**config.mk**
```make
export PLATFORM = sky130hd
export DESIGN_NAME = full_adder_bist_flat
export DESIGN_NICKNAME = d
export VERILOG_FILES = /design/src/rtl/full_adder_bist_if.sv /design/src/rtl/full_adder_bist.sv /design/src/flat_wrapper.sv
export SDC_FILE = /design/constraint.sdc
export NUM_CORES = 1
export LEC_CHECK = 0
export ABC_AREA = 0
export BUFFER_PORTS_ARGS = -buffer_cell sky130_fd_sc_hd__buf_2
export CORE_ASPECT_RATIO = 0.75
export CORE_MARGIN = 8
export CORE_UTILIZATION = 40
export CTS_BUF_LIST = sky130_fd_sc_hd__clkbuf_4
export DETAILED_ROUTE_END_ITERATION = 6
export PLACE_DENSITY_LB_ADDON = 0.2
export SYNTH_ARGS = -nofsm -noshare
export SYNTH_HDL_FRONTEND = slang
export SYNTH_SLANG_ARGS = --single-unit
export TNS_END_PERCENT = 30
```
**constraint.sdc**
```tcl
create_clock -name sys_clk -period 2.1 [get_ports sys_clk]
set_input_delay 0.315 -clock sys_clk [delete_from_list [all_inputs] [get_ports sys_clk]]
set_output_delay 0.315 -clock sys_clk [all_outputs]
set_load 0.02 [all_outputs]
```
**src/rtl/full_adder_bist_if.sv**
```systemverilog
// rtl/full_adder_bist_if.sv - control and adder-side signal bundle of the full-adder BIST engine
interface full_adder_bist_if #(
  parameter int ERR_W = 8
);
  logic             start;
  logic             in_1;
  logic             in_2;
  logic             cin;
  logic             sum;
  logic             count;
  logic             busy;
  logic             done;
  logic             pass;
  logic [ERR_W-1:0] err_cnt;

  modport master (
    output start, sum, count,
    input  in_1, in_2, cin, busy, done, pass, err_cnt
  );

  modport slave (
    input  start, sum, count,
    output in_1, in_2, cin, busy, done, pass, err_cnt
  );
endinterface

```
**src/rtl/full_adder_bist.sv**
```systemverilog
// rtl/full_adder_bist.sv - BIST engine sweeping all 8 full-adder vectors for ROUNDS rounds
// and counting (saturating) responses that disagree with the truth table.
module full_adder_bist #(
  parameter int ROUNDS = 4,
  parameter int ERR_W  = 8
) (
  input  logic             sys_clk,
  input  logic             sys_rst,
  full_adder_bist_if.slave bus
);
  localparam int RW = (ROUNDS > 1) ? $clog2(ROUNDS) : 1;
  localparam logic [RW-1:0] LAST_ROUND = RW'(ROUNDS - 1);

  typedef enum logic [1:0] {IDLE, DRIVE, CHECK, FINISH} state_t;

  state_t           state_q, state_d;
  logic [2:0]       vec_q, vec_d;
  logic [RW-1:0]    round_q, round_d;
  logic [ERR_W-1:0] err_cnt_q, err_cnt_d;
  logic             busy_q, busy_d;
  logic             done_q, done_d;
  logic             pass_q, pass_d;

  logic exp_sum;
  logic exp_count;
  logic vec_err;

  always_comb begin
    exp_sum   = ^vec_q;
    exp_count = (vec_q[2] & vec_q[1]) | (vec_q[2] & vec_q[0]) | (vec_q[1] & vec_q[0]);
    vec_err   = (bus.sum != exp_sum) || (bus.count != exp_count);
  end

  always_comb begin
    state_d   = state_q;
    vec_d     = vec_q;
    round_d   = round_q;
    err_cnt_d = err_cnt_q;
    busy_d    = busy_q;
    done_d    = done_q;
    pass_d    = pass_q;
    case (state_q)
      IDLE: begin
        if (bus.start) begin
          vec_d     = 3'd0;
          round_d   = '0;
          err_cnt_d = '0;
          pass_d    = 1'b0;
          busy_d    = 1'b1;
          state_d   = DRIVE;
        end
      end
      DRIVE: begin
        state_d = CHECK;
      end
      CHECK: begin
        if (vec_err && (err_cnt_q != {ERR_W{1'b1}})) begin
          err_cnt_d = err_cnt_q + 1'b1;
        end
        // vec returns to 0 on the way to FINISH so the adder inputs drop with it
        if ((vec_q == 3'd7) && (round_q == LAST_ROUND)) begin
          vec_d   = 3'd0;
          done_d  = 1'b1;
          state_d = FINISH;
        end else begin
          vec_d = vec_q + 3'd1;
          if (vec_q == 3'd7) begin
            round_d = round_q + 1'b1;
          end
          state_d = DRIVE;
        end
      end
      FINISH: begin
        pass_d  = (err_cnt_q == '0);
        done_d  = 1'b0;
        busy_d  = 1'b0;
        state_d = IDLE;
      end
      default: begin
        state_d = IDLE;
      end
    endcase
  end

  always_ff @(posedge sys_clk or posedge sys_rst) begin
    if (sys_rst) begin
      state_q   <= IDLE;
      vec_q     <= 3'd0;
      round_q   <= '0;
      err_cnt_q <= '0;
      busy_q    <= 1'b0;
      done_q    <= 1'b0;
      pass_q    <= 1'b0;
    end else begin
      state_q   <= state_d;
      vec_q     <= vec_d;
      round_q   <= round_d;
      err_cnt_q <= err_cnt_d;
      busy_q    <= busy_d;
      done_q    <= done_d;
      pass_q    <= pass_d;
    end
  end

  assign bus.in_1    = vec_q[2];
  assign bus.in_2    = vec_q[1];
  assign bus.cin     = vec_q[0];
  assign bus.busy    = busy_q;
  assign bus.done    = done_q;
  assign bus.pass    = pass_q;
  assign bus.err_cnt = err_cnt_q;
endmodule

```
**src/flat_wrapper.sv**
```systemverilog
// flat-port wrapper written by rule: the top's interface ports become plain ports
module full_adder_bist_flat 
#(
  parameter int ROUNDS = 4,
  parameter int ERR_W  = 8
)
  (sys_clk, sys_rst, bus_start, bus_sum, bus_count, bus_in_1, bus_in_2, bus_cin, bus_busy, bus_done, bus_pass, bus_err_cnt);
  full_adder_bist_if #(.ERR_W(ERR_W)) bus_i ();
  input  logic sys_clk;
  input  logic sys_rst;
  input wire logic [$bits(bus_i.start)-1:0] bus_start;
  input wire logic [$bits(bus_i.sum)-1:0] bus_sum;
  input wire logic [$bits(bus_i.count)-1:0] bus_count;
  output wire logic [$bits(bus_i.in_1)-1:0] bus_in_1;
  output wire logic [$bits(bus_i.in_2)-1:0] bus_in_2;
  output wire logic [$bits(bus_i.cin)-1:0] bus_cin;
  output wire logic [$bits(bus_i.busy)-1:0] bus_busy;
  output wire logic [$bits(bus_i.done)-1:0] bus_done;
  output wire logic [$bits(bus_i.pass)-1:0] bus_pass;
  output wire logic [$bits(bus_i.err_cnt)-1:0] bus_err_cnt;
  assign bus_i.start = bus_start;
  assign bus_i.sum = bus_sum;
  assign bus_i.count = bus_count;
  assign bus_in_1 = bus_i.in_1;
  assign bus_in_2 = bus_i.in_2;
  assign bus_cin = bus_i.cin;
  assign bus_busy = bus_i.busy;
  assign bus_done = bus_i.done;
  assign bus_pass = bus_i.pass;
  assign bus_err_cnt = bus_i.err_cnt;
  full_adder_bist #(.ROUNDS(ROUNDS), .ERR_W(ERR_W)) u_core (.sys_clk(sys_clk), .sys_rst(sys_rst), .bus(bus_i));
endmodule
```
Yosys cells after proc, flatten, opt, wreduce, memory -nomap -nowiden

Cells that the tools add are included.

Add/sub/neg operators: 3
$mul: 0
Divide/modulo/power cells: 0
Order comparisons: 0
Eq/ne operators: 13
Shift-type cells: 0
Multiplexer cells: 19
Bitwise logic cells: 5
Reductions and logical operators: 14

Operators by type and width:

| cell                                                                     | count |
|---|---|
| 8-bit two-way mux                                                        | 2 |
| 8-bit case mux with 2 select lines                                       | 1 |
| 2-bit two-way mux                                                        | 5 |
| 8-bit by 1-bit adder with 8-bit output (second input constant)           | 1 |
| 8-bit logical NOT                                                        | 1 |
| 8-bit inequality test (second input constant)                            | 1 |
| 2-bit case mux with 4 select lines                                       | 1 |
| 2-bit equality test (second input constant)                              | 3 |
| 3-bit two-way mux                                                        | 2 |
| 2-bit by 1-bit inequality test with 1-bit output (second input constant) | 3 |
| 1-bit case mux with 2 select lines                                       | 3 |
| 3-bit case mux with 2 select lines                                       | 1 |
| 2-bit AND reduction                                                      | 3 |
| 2-bit nonzero test                                                       | 3 |
| 2-bit inequality test (second input constant)                            | 2 |
| 2-bit case mux with 2 select lines                                       | 1 |
| 4-bit AND reduction                                                      | 1 |
| 3-bit by 1-bit adder with 3-bit output (second input constant)           | 1 |
| 1-bit AND                                                                | 3 |
| 3-bit equality test (second input constant)                              | 1 |
| 1-bit two-way mux                                                        | 3 |
| 3-bit AND reduction                                                      | 1 |
| 3-bit parity                                                             | 1 |
| 2-bit by 1-bit adder with 2-bit output (second input constant)           | 1 |
| 6 further kinds                                                          | 9 |

Register bits: 18
Bits in latches: 0
Memory bits (writable): 0
Bits in read-only memories: 0
Bits of input ports: 5
Output and inout port bits: 14
Word-level logic and storage cells: 61
Memories: 0

Logic depth before layout (Yosys ltp)

Gate-level depths: netlist of the first run.

Depth after elaboration: 8
Depth in mapped cells: 7
Mapped depth without buffers: 6

Worst setup path before layout of the first run

Ideal clock, no wire load.

Path kind: register -> register
Start point: reg u_core.vec_q[0]
End point: reg u_core.err_cnt_q[6], in the netlist u_core.bus.err_cnt[6]
Setup time: 0.069 ns
Arrival time: 2.014 ns
Required time: 2.031 ns
Slack: 0.017 ns
Cell stages (with the launch flop): 8
Path buffers: 1
Clock period less this slack: 2.083 ns
Path through: dfrtp_1 inv_1 fa_1 xnor2_1 o21ai_2 buf_6 or4_1 nand3_1

Longest elaborated chain between the ends: 8
Elaborated cells on any way between the ends: 11
Classes of those cells: 3 x eq/ne; 4 x bitwise; 4 x reduce/logical

RTL lines:

| item                                                                | RTL line              | RTL |
|---|---|---|
| start, declared                                                     | full_adder_bist.sv:17 | `logic [2:0] vec_q, vec_d;` |
| start signal, assigned                                              | full_adder_bist.sv:96 | `vec_q <= vec_d;` |
| 1-bit AND                                                           | full_adder_bist.sv:30 | `exp_count = (vec_q[2] & vec_q[1]) \| (vec_q[2] & vec_q[0]) \| (vec_q[1] & vec_q[0]);` |
| 1-bit OR (2 in series)                                              | full_adder_bist.sv:30 |  |
| 1-bit inequality test                                               | full_adder_bist.sv:31 | `vec_err = (bus.sum != exp_sum) \|\| (bus.count != exp_count);` |
| 1-bit logical OR *                                                  | full_adder_bist.sv:31 |  |
| 1-bit logical AND *                                                 | full_adder_bist.sv:57 | `if (vec_err && (err_cnt_q != {ERR_W{1'b1}})) begin` |
| 2-bit by 1-bit inequality test with 1-bit output (no source line) * | -                     |  |
| 3-bit AND reduction (no source line) *                              | -                     |  |
| end signal, assigned                                                | full_adder_bist.sv:98 | `err_cnt_q <= err_cnt_d;` |
| end, declared                                                       | full_adder_bist.sv:19 | `logic [ERR_W-1:0] err_cnt_q, err_cnt_d;` |

Mark *: on every way between the ends. The rest lies on a longest branch, timed or not.
A chain may end at the register's enable or synchronous reset.

Worst setup path in the final report of the first run

Start point: reg u_core.vec_q[1]
End point: reg u_core.err_cnt_q[5], in the netlist u_core.bus.err_cnt[5]

The elaborated chain is that of the path after synthesis.

==> summary.json, run 1 <==
{
  "avgSynthCellArea": {"value": 9.62, "unit": "sq um"},
  "synth_enable_flop_cells": {"value": 0},
  "drive_gt1_share": {"value": 22.2, "unit": "%"},
  "cts_max_level": {"value": 1},
  "synth_seq_cells": {"value": 18},
  "root_buffer_selected_by_cts": {"value": "sky130_fd_sc_hd__clkbuf_4"},
  "clockBufferDepth": {"value": 2},
  "core.rowCount": {"value": 15},
  "cp.arrival": {"value": 2190, "unit": "ps"},
  "finalCritPeriodShare": {"value": 94.3, "unit": "%"},
  "critPathBufInv": {"value": 1},
  "timing.final.hold_violations": {"value": 0},
  "postSynthNetCount": {"value": 114},
  "first_global_vias": {"value": 763},
  "clkSlewWorstSetupHoldPaths": {"value": 110, "unit": "ps"},
  "relative_area_change_from_synthesis_to_final_layout": {"value": 17.2, "unit": "%"},
  "detailroute.via_count": {"value": 795},
  "place_congestion": {"value": 0.786},
  "clock_sink_count": {"value": 18},
  "timing.critical_path.max_delay_family": {"value": "simple AND/OR/NAND/NOR gates"},
  "dp_slack": {"value": -40.7, "unit": "ps"},
  "final_max_slew_viol_count": {"value": 0},
  "design.final.nets": {"value": 138},
  "worst_ep_required_time": {"value": 2320, "unit": "ps"},
  "cts_tree": {"value": "yes"},
  "antenna_found_initial": {"value": 0},
  "post_route_cell_area": {"value": 1160, "unit": "sq um"},
  "placement.io_buffers": {"value": 18},
  "reg2reg_from": {"value": "u_core.vec_q[1]$_DFFE_PP0P_"},
  "cp-end-kind": {"value": "flip-flop"},
  "power-per-cell-area": {"value": 1140, "unit": "nW/um^2"},
  "overflow": {"value": 0},
  "final_setup_violation_count": {"value": 0},
  "start_util": {"value": 42.6, "unit": "%"},
  "total_power": {"value": 1.32, "unit": "mW"},
  "yosysWarningCount": {"value": 0},
  "timing.max_cap.violations": {"value": 0},
  "crit_path_cell_trace": {"value": "inv_1 -> fa_1 -> xnor2_1 -> o21ai_2 -> or4_1 -> o211ai_1"},
  "synth.yosys.seq_area_share": {"value": 45.5, "unit": "%"},
  "critical_path.endpoint": {"value": "u_core.bus.err_cnt[5]$_DFFE_PP0P_"},
  "final_core_utilization": {"value": 49.9, "unit": "%"},
  "fillers": {"value": 225},
  "rsz0062_at_grt": {"value": "false"},
  "critical-path-max-stage-delay": {"value": 510, "unit": "ps"},
  "clk-insertion-delay-late": {"value": 300, "unit": "ps"},
  "timing_worst_slew_pin_value": {"value": 698, "unit": "ps"},
  "synthMostInstantiatedCell": {"value": "sky130_fd_sc_hd__dfrtp_1"},
  "synth_top_area_share": {"value": 45.5, "unit": "%"},
  "die_outline_area": {"value": 4340, "unit": "sq um"},
  "vias_per_cell": {"value": 4.97},
  "setup_slack": {"value": 120, "unit": "ps"},
  "hold-worst-slack": {"value": 102, "unit": "ps"},
  "reg2reg_setup_slack": {"value": 120, "unit": "ps"},
  "final_cell_count_no_fill": {"value": 160},
  "synth-async-reset-ratio": {"value": 100, "unit": "%"},
  "detail_route.first_pass.iterations": {"value": 4},
  "ioPinCount": {"value": 19},
  "path_depth": {"value": 6},
  "synth.largest_area_cell": {"value": "sky130_fd_sc_hd__dfrtp_1"},
  "placed_area": {"value": 1120, "unit": "sq um"},
  "syn_area": {"value": 991, "unit": "sq um"},
  "netlist-cell-type-count": {"value": 28},
  "critical_path_class": {"value": "flip-flop to flip-flop"},
  "slowest_stage": {"value": "sky130_fd_sc_hd__or4_1"},
  "start_kind": {"value": "flip-flop"},
  "drtAntennaViolNets": {"value": 0},
  "dp_hpwl": {"value": 1610, "unit": "um"},
  "worst_r2r_endpoint": {"value": "u_core.bus.err_cnt[5]$_DFFE_PP0P_"},
  "die_height": {"value": 59.1, "unit": "um"},
  "r2r_cells": {"value": 6},
  "crit_start": {"value": "u_core.vec_q[1]$_DFFE_PP0P_"},
  "drt_iter0_markers": {"value": 36},
  "die_x": {"value": 73.5, "unit": "um"},
  "tritoncts.num_buffers": {"value": 3},
  "post_synth_main_area_contributors": {"value": "sky130_fd_sc_hd__dfrtp_1 45%, sky130_fd_sc_hd__ha_1 6.3%, sky130_fd_sc_hd__inv_1 5.7%"},
  "aggregate_global_route_resource_usage": {"value": 10.8, "unit": "%"},
  "hold_path.class": {"value": "input port to asynchronous set/reset pin"},
  "maximum_net_fanout_on_the_critical_path": {"value": 7},
  "drcViolationCount": {"value": 0},
  "outcome": {"value": "completed"},
  "routed_wirelength": {"value": 2130, "unit": "um"},
  "ctsHoldBuffers": {"value": 0},
  "dpl.cell_count": {"value": 155},
  "synth-main-ff-cell": {"value": "sky130_fd_sc_hd__dfrtp_1"},
  "maximum_number_of_pins_on_one_net_before_global_route_repair": {"value": 19},
  "final.min_clock_period": {"value": 1980, "unit": "ps"},
  "sum_neg_setup_slack": {"value": 0, "unit": "ps"},
  "timing.slew.headroom": {"value": 53.4, "unit": "%"},
  "fin_skew": {"value": 4.20, "unit": "ps"},
  "num_antenna_cells": {"value": 0},
  "ys_top_cells_by_count": {"value": "18 x sky130_fd_sc_hd__dfrtp_1, 15 x sky130_fd_sc_hd__inv_1, 11 x sky130_fd_sc_hd__nand3_1"},
  "wire_length_of_the_first_global_routing_pass": {"value": 3640, "unit": "um"},
  "wl_per_cell": {"value": 13.3, "unit": "um"},
  "vdd.ir_drop.worst": {"value": 0.571, "unit": "mV"},
  "fmax": {"value": 505, "unit": "MHz"},
  "syn-instance-count": {"value": 103},
  "core-area": {"value": 2330, "unit": "sq um"},
  "p_leak": {"value": 0.532, "unit": "nW"}
}
[power breakdown]
group / switching [mW] / total (mW) / internal [mW] / leakage, nW
registers: 0.0908 / 0.521 / 0.430 / 0.240
logic: 0.373 / 0.614 / 0.241 / 0.276
clock network: 0.116 / 0.185 / 0.0693 / 0.0154
total: 0.580 / 1.32 / 0.741 / 0.532
[cell families (layout without fill, tap and decap cells)]
kind of cell | count (synthesis) | count (layout) | share of synthesized area (%)
flip-flops | 18 | 18 | 45.5
AO/OA/AOI/OAI | 25 | 25 | 17.0
AND/OR/NAND/NOR | 34 | 34 | 18.8
multiplexers | 1 | 1 | 1.01
XOR/XNOR | 2 | 2 | 1.77
adder cells (fa/ha/maj) | 6 | 6 | 8.33
buffers and inverters | 17 | 40 | 7.58
[flip-flops by register name, summed over array words and instances (netlist names)]
register            count
u_core.bus.busy         1
u_core.bus.done         1
u_core.bus.err_cnt      8
u_core.bus.pass         1
u_core.round_q          2
u_core.state_q          2
u_core.vec_q            3
[worst min path at each step]
stage                  from                           endpoint  slack, ps  depth (start not counted)
floorplan           sys_rst        u_core.bus.busy$_DFFE_PP0P_        250                          1
global placement    sys_rst  u_core.bus.err_cnt[1]$_DFFE_PP0P_        470                          2
detailed placement  sys_rst        u_core.bus.done$_DFFE_PP0P_        470                          2
CTS                 sys_rst        u_core.bus.done$_DFFE_PP0P_        130                          2
global route        sys_rst        u_core.bus.done$_DFFE_PP0P_        160                          2
finish              sys_rst        u_core.bus.done$_DFFE_PP0P_        100                          2
[layout by cell type, fill, tap and decap left out, types with 2 or more instances in the layout]
cell / instances
sky130_fd_sc_hd__nand3_1: 11
sky130_fd_sc_hd__a21boi_0: 2
sky130_fd_sc_hd__nand2_1: 9
sky130_fd_sc_hd__or3_1: 2
sky130_fd_sc_hd__clkbuf_4: 3
sky130_fd_sc_hd__buf_4: 3
sky130_fd_sc_hd__or4_1: 2
sky130_fd_sc_hd__o21ai_0: 8
sky130_fd_sc_hd__buf_2: 18
sky130_fd_sc_hd__nand3b_1: 4
sky130_fd_sc_hd__ha_1: 5
sky130_fd_sc_hd__dfrtp_1: 18
sky130_fd_sc_hd__inv_1: 15
sky130_fd_sc_hd__nor3_1: 2
sky130_fd_sc_hd__o211ai_1: 7
[routing by layer]
layer	global-route usage [%]	share of wire, %
met3	4.39	5.0
met1	15.3	54
met2	14.7	41
met5	0	0
met4	1.70	0
[what timing repair did]
action	in CTS	in global routing
endpoints found under the hold margin	0	0
resized for setup	1	1
endpoints found under the setup margin	6	3
buffers inserted	0	1
[final cells by class]
cell class / count / area, sq um / area share, %
Inverter: 15 / 56.3 / 4.85
Clock inverter: 1 / 3.75 / 0.323
Tap cell: 34 / 42.5 / 3.66
Timing Repair Buffer: 21 / 113 / 9.70
Sequential cell: 18 / 450 / 38.8
Multi-Input combinational cell: 68 / 473 / 40.7
Clock buffer: 3 / 22.5 / 1.94
Power figures use the tool's default switching activity.
==> run 2: changes to the inputs <==
Settings changed: ABC_AREA 0 to unset, CORE_MARGIN 8 to unset, SLEW_MARGIN set to 20.
==> run 2 against run 1 <==
  * Sequential power grew 1%
  * Non-clock buffer count shrank 1
  * Clock-buffer cell count is the same
  * Final cell count shrank 1.3%
  * Critical endpoint unchanged
  * Highest routed layer is now met4
==> summary.json, run 2 (synthesis gave the netlist of run 1 again) <==
{
  "cp.arrival": {"value": 2220, "unit": "ps"},
  "power.share.combinational": {"value": 46.2, "unit": "%"},
  "timing.max_cap.violations": {"value": 0},
  "routed_wirelength": {"value": 2070, "unit": "um"},
  "ioPinCount": {"value": 19},
  "placement.io_buffers": {"value": 18},
  "detail_route.first_pass.iterations": {"value": 4},
  "final.min_clock_period": {"value": 2010, "unit": "ps"},
  "antenna_found_initial": {"value": 0},
  "p_leak": {"value": 0.519, "unit": "nW"},
  "num_antenna_cells": {"value": 0},
  "drtAntennaViolNets": {"value": 0},
  "fmax": {"value": 497, "unit": "MHz"},
  "largest_register_ff_count": {"value": 8},
  "cts_tree": {"value": "yes"},
  "rsz0062_at_grt": {"value": "false"},
  "total_power": {"value": 1.29, "unit": "mW"},
  "layout_common_cells": {"value": "18 x sky130_fd_sc_hd__buf_2, 18 x sky130_fd_sc_hd__dfrtp_1, 15 x sky130_fd_sc_hd__inv_1"},
  "maximum_net_fanout_on_the_critical_path": {"value": 7},
  "slowest_stage": {"value": "sky130_fd_sc_hd__or4_1"},
  "final_max_slew_viol_count": {"value": 0},
  "power-per-cell-area": {"value": 1130, "unit": "nW/um^2"},
  "start_kind": {"value": "flip-flop"},
  "outcome": {"value": "completed"},
  "ctsHoldBuffers": {"value": 0},
  "tritoncts.num_buffers": {"value": 3},
  "wire_length_of_the_first_global_routing_pass": {"value": 3410, "unit": "um"},
  "sum_neg_setup_slack": {"value": 0, "unit": "ps"},
  "worst_ep_required_time": {"value": 2310, "unit": "ps"},
  "crit_path_cell_trace": {"value": "inv_1 -> fa_1 -> xnor2_1 -> o21ai_2 -> or4_1 -> o211ai_1"},
  "final_cell_count_no_fill": {"value": 158},
  "power.net_switching": {"value": 565, "unit": "uW"},
  "place_congestion": {"value": 0.837},
  "clkSlewWorstSetupHoldPaths": {"value": 100, "unit": "ps"},
  "finalCritPeriodShare": {"value": 95.8, "unit": "%"},
  "clk-insertion-delay-late": {"value": 290, "unit": "ps"},
  "netSwitchingFraction": {"value": 43.8, "unit": "%"},
  "seqPwrFrac": {"value": 40.9, "unit": "%"},
  "pwr-share-clk": {"value": 13.0, "unit": "%"},
  "internal_power": {"value": 725, "unit": "uW"},
  "dpl.cell_count": {"value": 155},
  "wl_per_cell": {"value": 13.1, "unit": "um"},
  "core.rowCount": {"value": 15},
  "timing.final.hold_violations": {"value": 0},
  "vdd.ir_drop.worst": {"value": 0.448, "unit": "mV"},
  "fin_skew": {"value": 3.48, "unit": "ps"},
  "final_setup_violation_count": {"value": 0},
  "timing_worst_slew_pin_value": {"value": 713, "unit": "ps"},
  "dp_hpwl": {"value": 1530, "unit": "um"},
  "root_buffer_selected_by_cts": {"value": "sky130_fd_sc_hd__clkbuf_4"},
  "hold_path.class": {"value": "input port to asynchronous set/reset pin"},
  "critical-path-max-stage-delay": {"value": 520, "unit": "ps"},
  "clockBufferDepth": {"value": 2},
  "cts_max_level": {"value": 1},
  "vias_per_cell": {"value": 5.26},
  "die_outline_area": {"value": 2680, "unit": "sq um"},
  "clock_sink_count": {"value": 18},
  "detailroute.via_count": {"value": 831},
  "core-area": {"value": 2330, "unit": "sq um"},
  "drcViolationCount": {"value": 0},
  "overflow": {"value": 0},
  "cts_setup_buffers": {"value": 0},
  "start_util": {"value": 42.6, "unit": "%"},
  "design.final.nets": {"value": 137},
  "maximum_number_of_pins_on_one_net_before_global_route_repair": {"value": 19},
  "die_height": {"value": 45.1, "unit": "um"},
  "die_x": {"value": 59.5, "unit": "um"},
  "drive_gt1_share": {"value": 21.0, "unit": "%"},
  "aggregate_global_route_resource_usage": {"value": 17.5, "unit": "%"},
  "relative_area_change_from_synthesis_to_final_layout": {"value": 15.3, "unit": "%"},
  "r2r_cells": {"value": 6},
  "cp-end-kind": {"value": "flip-flop"},
  "drt_iter0_markers": {"value": 36},
  "critical_path_class": {"value": "flip-flop to flip-flop"},
  "timing.slew.headroom": {"value": 52.4, "unit": "%"},
  "first_global_vias": {"value": 730}
}
-- run 2: stage by stage --
step | area (sq um) | setup slack (ps) | util, % | hold WS, ps
6_report | 1140 | 88.6 | 49.1 | 125
5_1_grt | 1140 | 9.71 | 49.1 | 178
4_1_cts | 1140 | 80.7 | 49.1 | 154
3_5_place_dp | 1120 | -16.8 | 48.1 | 464
3_3_place_gp | 1120 | 74.7 | 48.1 | 459
2_1_floorplan | 991 | 17.1 | - | 254
-- run 2: critical path, delay by kind of cell, from the launching register on --
family	cells	cell delay, ps
compound gates	2	220
xor+xnor	1	200
fa+ha+maj	1	510
buf+inv	1	100
flops	1	390
simple gates	1	520
-- run 2: power by group through the flow --
stage	combinational [mW]	clock [mW]	sequential (mW)
final	0.595	0.168	0.527
after global routing	0.661	0.193	0.545
after CTS	0.601	0.173	0.528
after detailed placement	0.592	0	0.534
after global placement	0.581	0	0.526
after floorplan	0.364	0	0.594
-- run 2: per-layer routing --
| layer | share of wire (%) | vias up | GRT usage [%] | wire length [um] |
|---|---|---|---|---|
| li1 | - | 408 | - | - |
| met1 | 50 | 383 | 24.7 | 1030 |
| met2 | 43 | 38 | 26.7 | 893 |
| met3 | 6.2 | 2 | 5.44 | 129 |
| met4 | 0.63 | 0 | 2.86 | 13 |
| met5 | 0 | - | 0 | 0 |
-- run 2: path summary, 6_finish.rpt --
path	start	to	slack (ps)
max reg2reg	u_core.vec_q[0]$_DFFE_PP0P_	u_core.bus.err_cnt[5]$_DFFE_PP0P_	90
max	u_core.vec_q[0]$_DFFE_PP0P_	u_core.bus.err_cnt[5]$_DFFE_PP0P_	90
min in group sys_clk	bus_start	u_core.state_q[0]$_DFFE_PP0P_	340
min reg2reg	u_core.round_q[0]$_DFFE_PP0P_	u_core.round_q[0]$_DFFE_PP0P_	520
max in group asynchronous	sys_rst	u_core.bus.err_cnt[7]$_DFFE_PP0P_	1530
min	sys_rst	u_core.bus.err_cnt[1]$_DFFE_PP0P_	130
-- run 2: layout make-up --
| cell class | count | area [sq um] |
|---|---|---|
| Sequential cell | 18 | 450 |
| Inverter | 15 | 56.3 |
| Clock buffer | 3 | 22.5 |
| Timing Repair Buffer | 20 | 105 |
| Multi-Input combinational cell | 68 | 465 |
| Tap cell | 34 | 42.5 |
| Fill cell | 239 | 1180 |
-- run 2: repair_timing --
action	4_1_cts	5_1_grt
resized for setup	1	0
setup endpoints to repair	6	0
endpoints found under the hold margin	0	0
==> run 3: changes to the inputs <==
Settings changed: CORE_UTILIZATION 40 to 49.
Clock period 2.1 ns to 2.2 ns, I/O delays scaled along.
==> run 3 against run 2 <==
  * Sequential share of layout area up 0.53 points
  * Worst hold slack worse by 1.6 ps
  * Die area is 18% lower
  * Routed wire length shrank 4.8%
  * Clock skew about the same
==> summary.json, run 3 (synthesis gave the netlist of run 1 again) <==
{
  "outcome": {"value": "completed"},
  "slowest_stage": {"value": "sky130_fd_sc_hd__or4_1"},
  "cts_tree": {"value": "yes"},
  "final_cell_count_no_fill": {"value": 146},
  "placement.io_buffers": {"value": 18},
  "critical_path_class": {"value": "flip-flop to flip-flop"},
  "fmax": {"value": 501, "unit": "MHz"},
  "core.rowCount": {"value": 13},
  "rsz0062_at_grt": {"value": "false"},
  "final.min_clock_period": {"value": 1990, "unit": "ps"},
  "placed_area": {"value": 1100, "unit": "sq um"},
  "hold-worst-slack": {"value": 124, "unit": "ps"},
  "crit_path_cell_trace": {"value": "inv_1 -> fa_1 -> xnor2_1 -> o21ai_2 -> or4_1 -> o211ai_1"},
  "tritoncts.num_buffers": {"value": 3},
  "timing.slew.headroom": {"value": 55.1, "unit": "%"},
  "detailroute.via_count": {"value": 814},
  "clockBufferDepth": {"value": 2},
  "final_max_slew_viol_count": {"value": 0},
  "first_global_vias": {"value": 676},
  "die_x": {"value": 53.9, "unit": "um"},
  "num_antenna_cells": {"value": 0},
  "p_leak": {"value": 0.519, "unit": "nW"},
  "largest_register_ff_count": {"value": 8},
  "die_outline_area": {"value": 2210, "unit": "sq um"},
  "vias_per_cell": {"value": 5.58},
  "dp_hpwl": {"value": 1480, "unit": "um"},
  "place_congestion": {"value": 0.801},
  "drcViolationCount": {"value": 0},
  "dpl.cell_count": {"value": 143},
  "cp.arrival": {"value": 2190, "unit": "ps"},
  "post_route_cell_area": {"value": 1130, "unit": "sq um"},
  "vdd.ir_drop.worst": {"value": 0.829, "unit": "mV"},
  "cts_max_level": {"value": 1},
  "worst_ep_required_time": {"value": 2400, "unit": "ps"},
  "detail_route.first_pass.iterations": {"value": 4},
  "drive_gt1_share": {"value": 21.0, "unit": "%"},
  "ioPinCount": {"value": 19},
  "aggregate_global_route_resource_usage": {"value": 20.7, "unit": "%"},
  "power-per-cell-area": {"value": 1080, "unit": "nW/um^2"},
  "wire_length_of_the_first_global_routing_pass": {"value": 3120, "unit": "um"},
  "timing.final.hold_violations": {"value": 0},
  "fin_skew": {"value": 3.73, "unit": "ps"},
  "start_util": {"value": 54.4, "unit": "%"},
  "maximum_number_of_pins_on_one_net_before_global_route_repair": {"value": 19},
  "wl_per_cell": {"value": 13.5, "unit": "um"},
  "start_kind": {"value": "flip-flop"},
  "cts_setup_buffers": {"value": 0},
  "overflow": {"value": 0},
  "timing.max_cap.violations": {"value": 0},
  "hold_path.class": {"value": "input port to asynchronous set/reset pin"},
  "critical-path-max-stage-delay": {"value": 520, "unit": "ps"},
  "core-area": {"value": 1820, "unit": "sq um"},
  "die_height": {"value": 40.9, "unit": "um"},
  "layout_common_cells": {"value": "18 x sky130_fd_sc_hd__buf_2, 18 x sky130_fd_sc_hd__dfrtp_1, 15 x sky130_fd_sc_hd__inv_1"},
  "finalCritPeriodShare": {"value": 90.7, "unit": "%"},
  "drtAntennaViolNets": {"value": 0},
  "drt_iter0_markers": {"value": 30},
  "final_setup_violation_count": {"value": 0},
  "clkSlewWorstSetupHoldPaths": {"value": 100, "unit": "ps"},
  "relative_area_change_from_synthesis_to_final_layout": {"value": 13.8, "unit": "%"},
  "routed_wirelength": {"value": 1970, "unit": "um"},
  "ctsHoldBuffers": {"value": 0},
  "sum_neg_setup_slack": {"value": 0, "unit": "ps"},
  "root_buffer_selected_by_cts": {"value": "sky130_fd_sc_hd__clkbuf_4"},
  "clk-insertion-delay-late": {"value": 280, "unit": "ps"},
  "design.final.nets": {"value": 137},
  "cp-end-kind": {"value": "flip-flop"},
  "timing_worst_slew_pin_value": {"value": 673, "unit": "ps"},
  "antenna_found_initial": {"value": 0},
  "maximum_net_fanout_on_the_critical_path": {"value": 7},
  "clock_sink_count": {"value": 18}
}
==> run 3: where the power goes <==
part	switching (mW)	internal, mW
Combinational	0.349	0.218
Sequential	0.0865	0.411
Clock	0.0933	0.0636
Total	0.529	0.692
==> run 3: path summary, 6_finish.rpt <==
check / startpoint / end / slack [ps] / cells past startpoint
worst min-delay path: sys_rst / u_core.bus.done$_DFFE_PP0P_ / 120 / 2
min in group sys_clk: bus_start / u_core.state_q[0]$_DFFE_PP0P_ / 360 / 3
worst max-delay path: u_core.vec_q[0]$_DFFE_PP0P_ / u_core.bus.err_cnt[5]$_DFFE_PP0P_ / 210 / 6
worst max register to register: u_core.vec_q[0]$_DFFE_PP0P_ / u_core.bus.err_cnt[5]$_DFFE_PP0P_ / 210 / 6
worst min register to register: u_core.round_q[0]$_DFFE_PP0P_ / u_core.round_q[0]$_DFFE_PP0P_ / 510 / 1
max in group asynchronous: sys_rst / u_core.bus.err_cnt[5]$_DFFE_PP0P_ / 1650 / 2
==> run 3: layout make-up <==
class / count / area (sq um)
repair buffers: 20 / 105
clock buffers: 3 / 22.5
well taps: 22 / 27.5
fillers: 160 / 694
flip-flops and latches: 18 / 450
inverters: 15 / 56.3
multi-input cells: 68 / 465
==> run 3: critical path, delay by kind of cell, from the launching register on <==
family	cells	cell delay [ps]
simple gates	1	520
fa+ha+maj	1	490
flops	1	380
compound gates	2	230
xor+xnor	1	200
buf+inv	1	90
==> run 3: what timing repair did <==
action,4_1_cts,5_1_grt
setup endpoints to repair,0,6
hold endpoints to repair,0,0
resized for setup,0,1
==> run 3: stage by stage <==
stage	setup WS [ps]	utilization, %	total power, mW
2_1_floorplan	117	-	0.915
3_3_place_gp	170	60.6	1.05
3_5_place_dp	57.1	60.6	1.07
4_1_cts	49.7	61.9	1.23
5_1_grt	63.8	61.9	1.33
6_report	206	61.9	1.22
==> run 3: metal layers <==
layer	vias to the layer above	track usage, %	wire length, um
met5	-	0	0
li1	408	-	-
met4	0	3.95	9
met1	365	30.6	1000
met3	2	7.04	161
met2	39	29.0	798
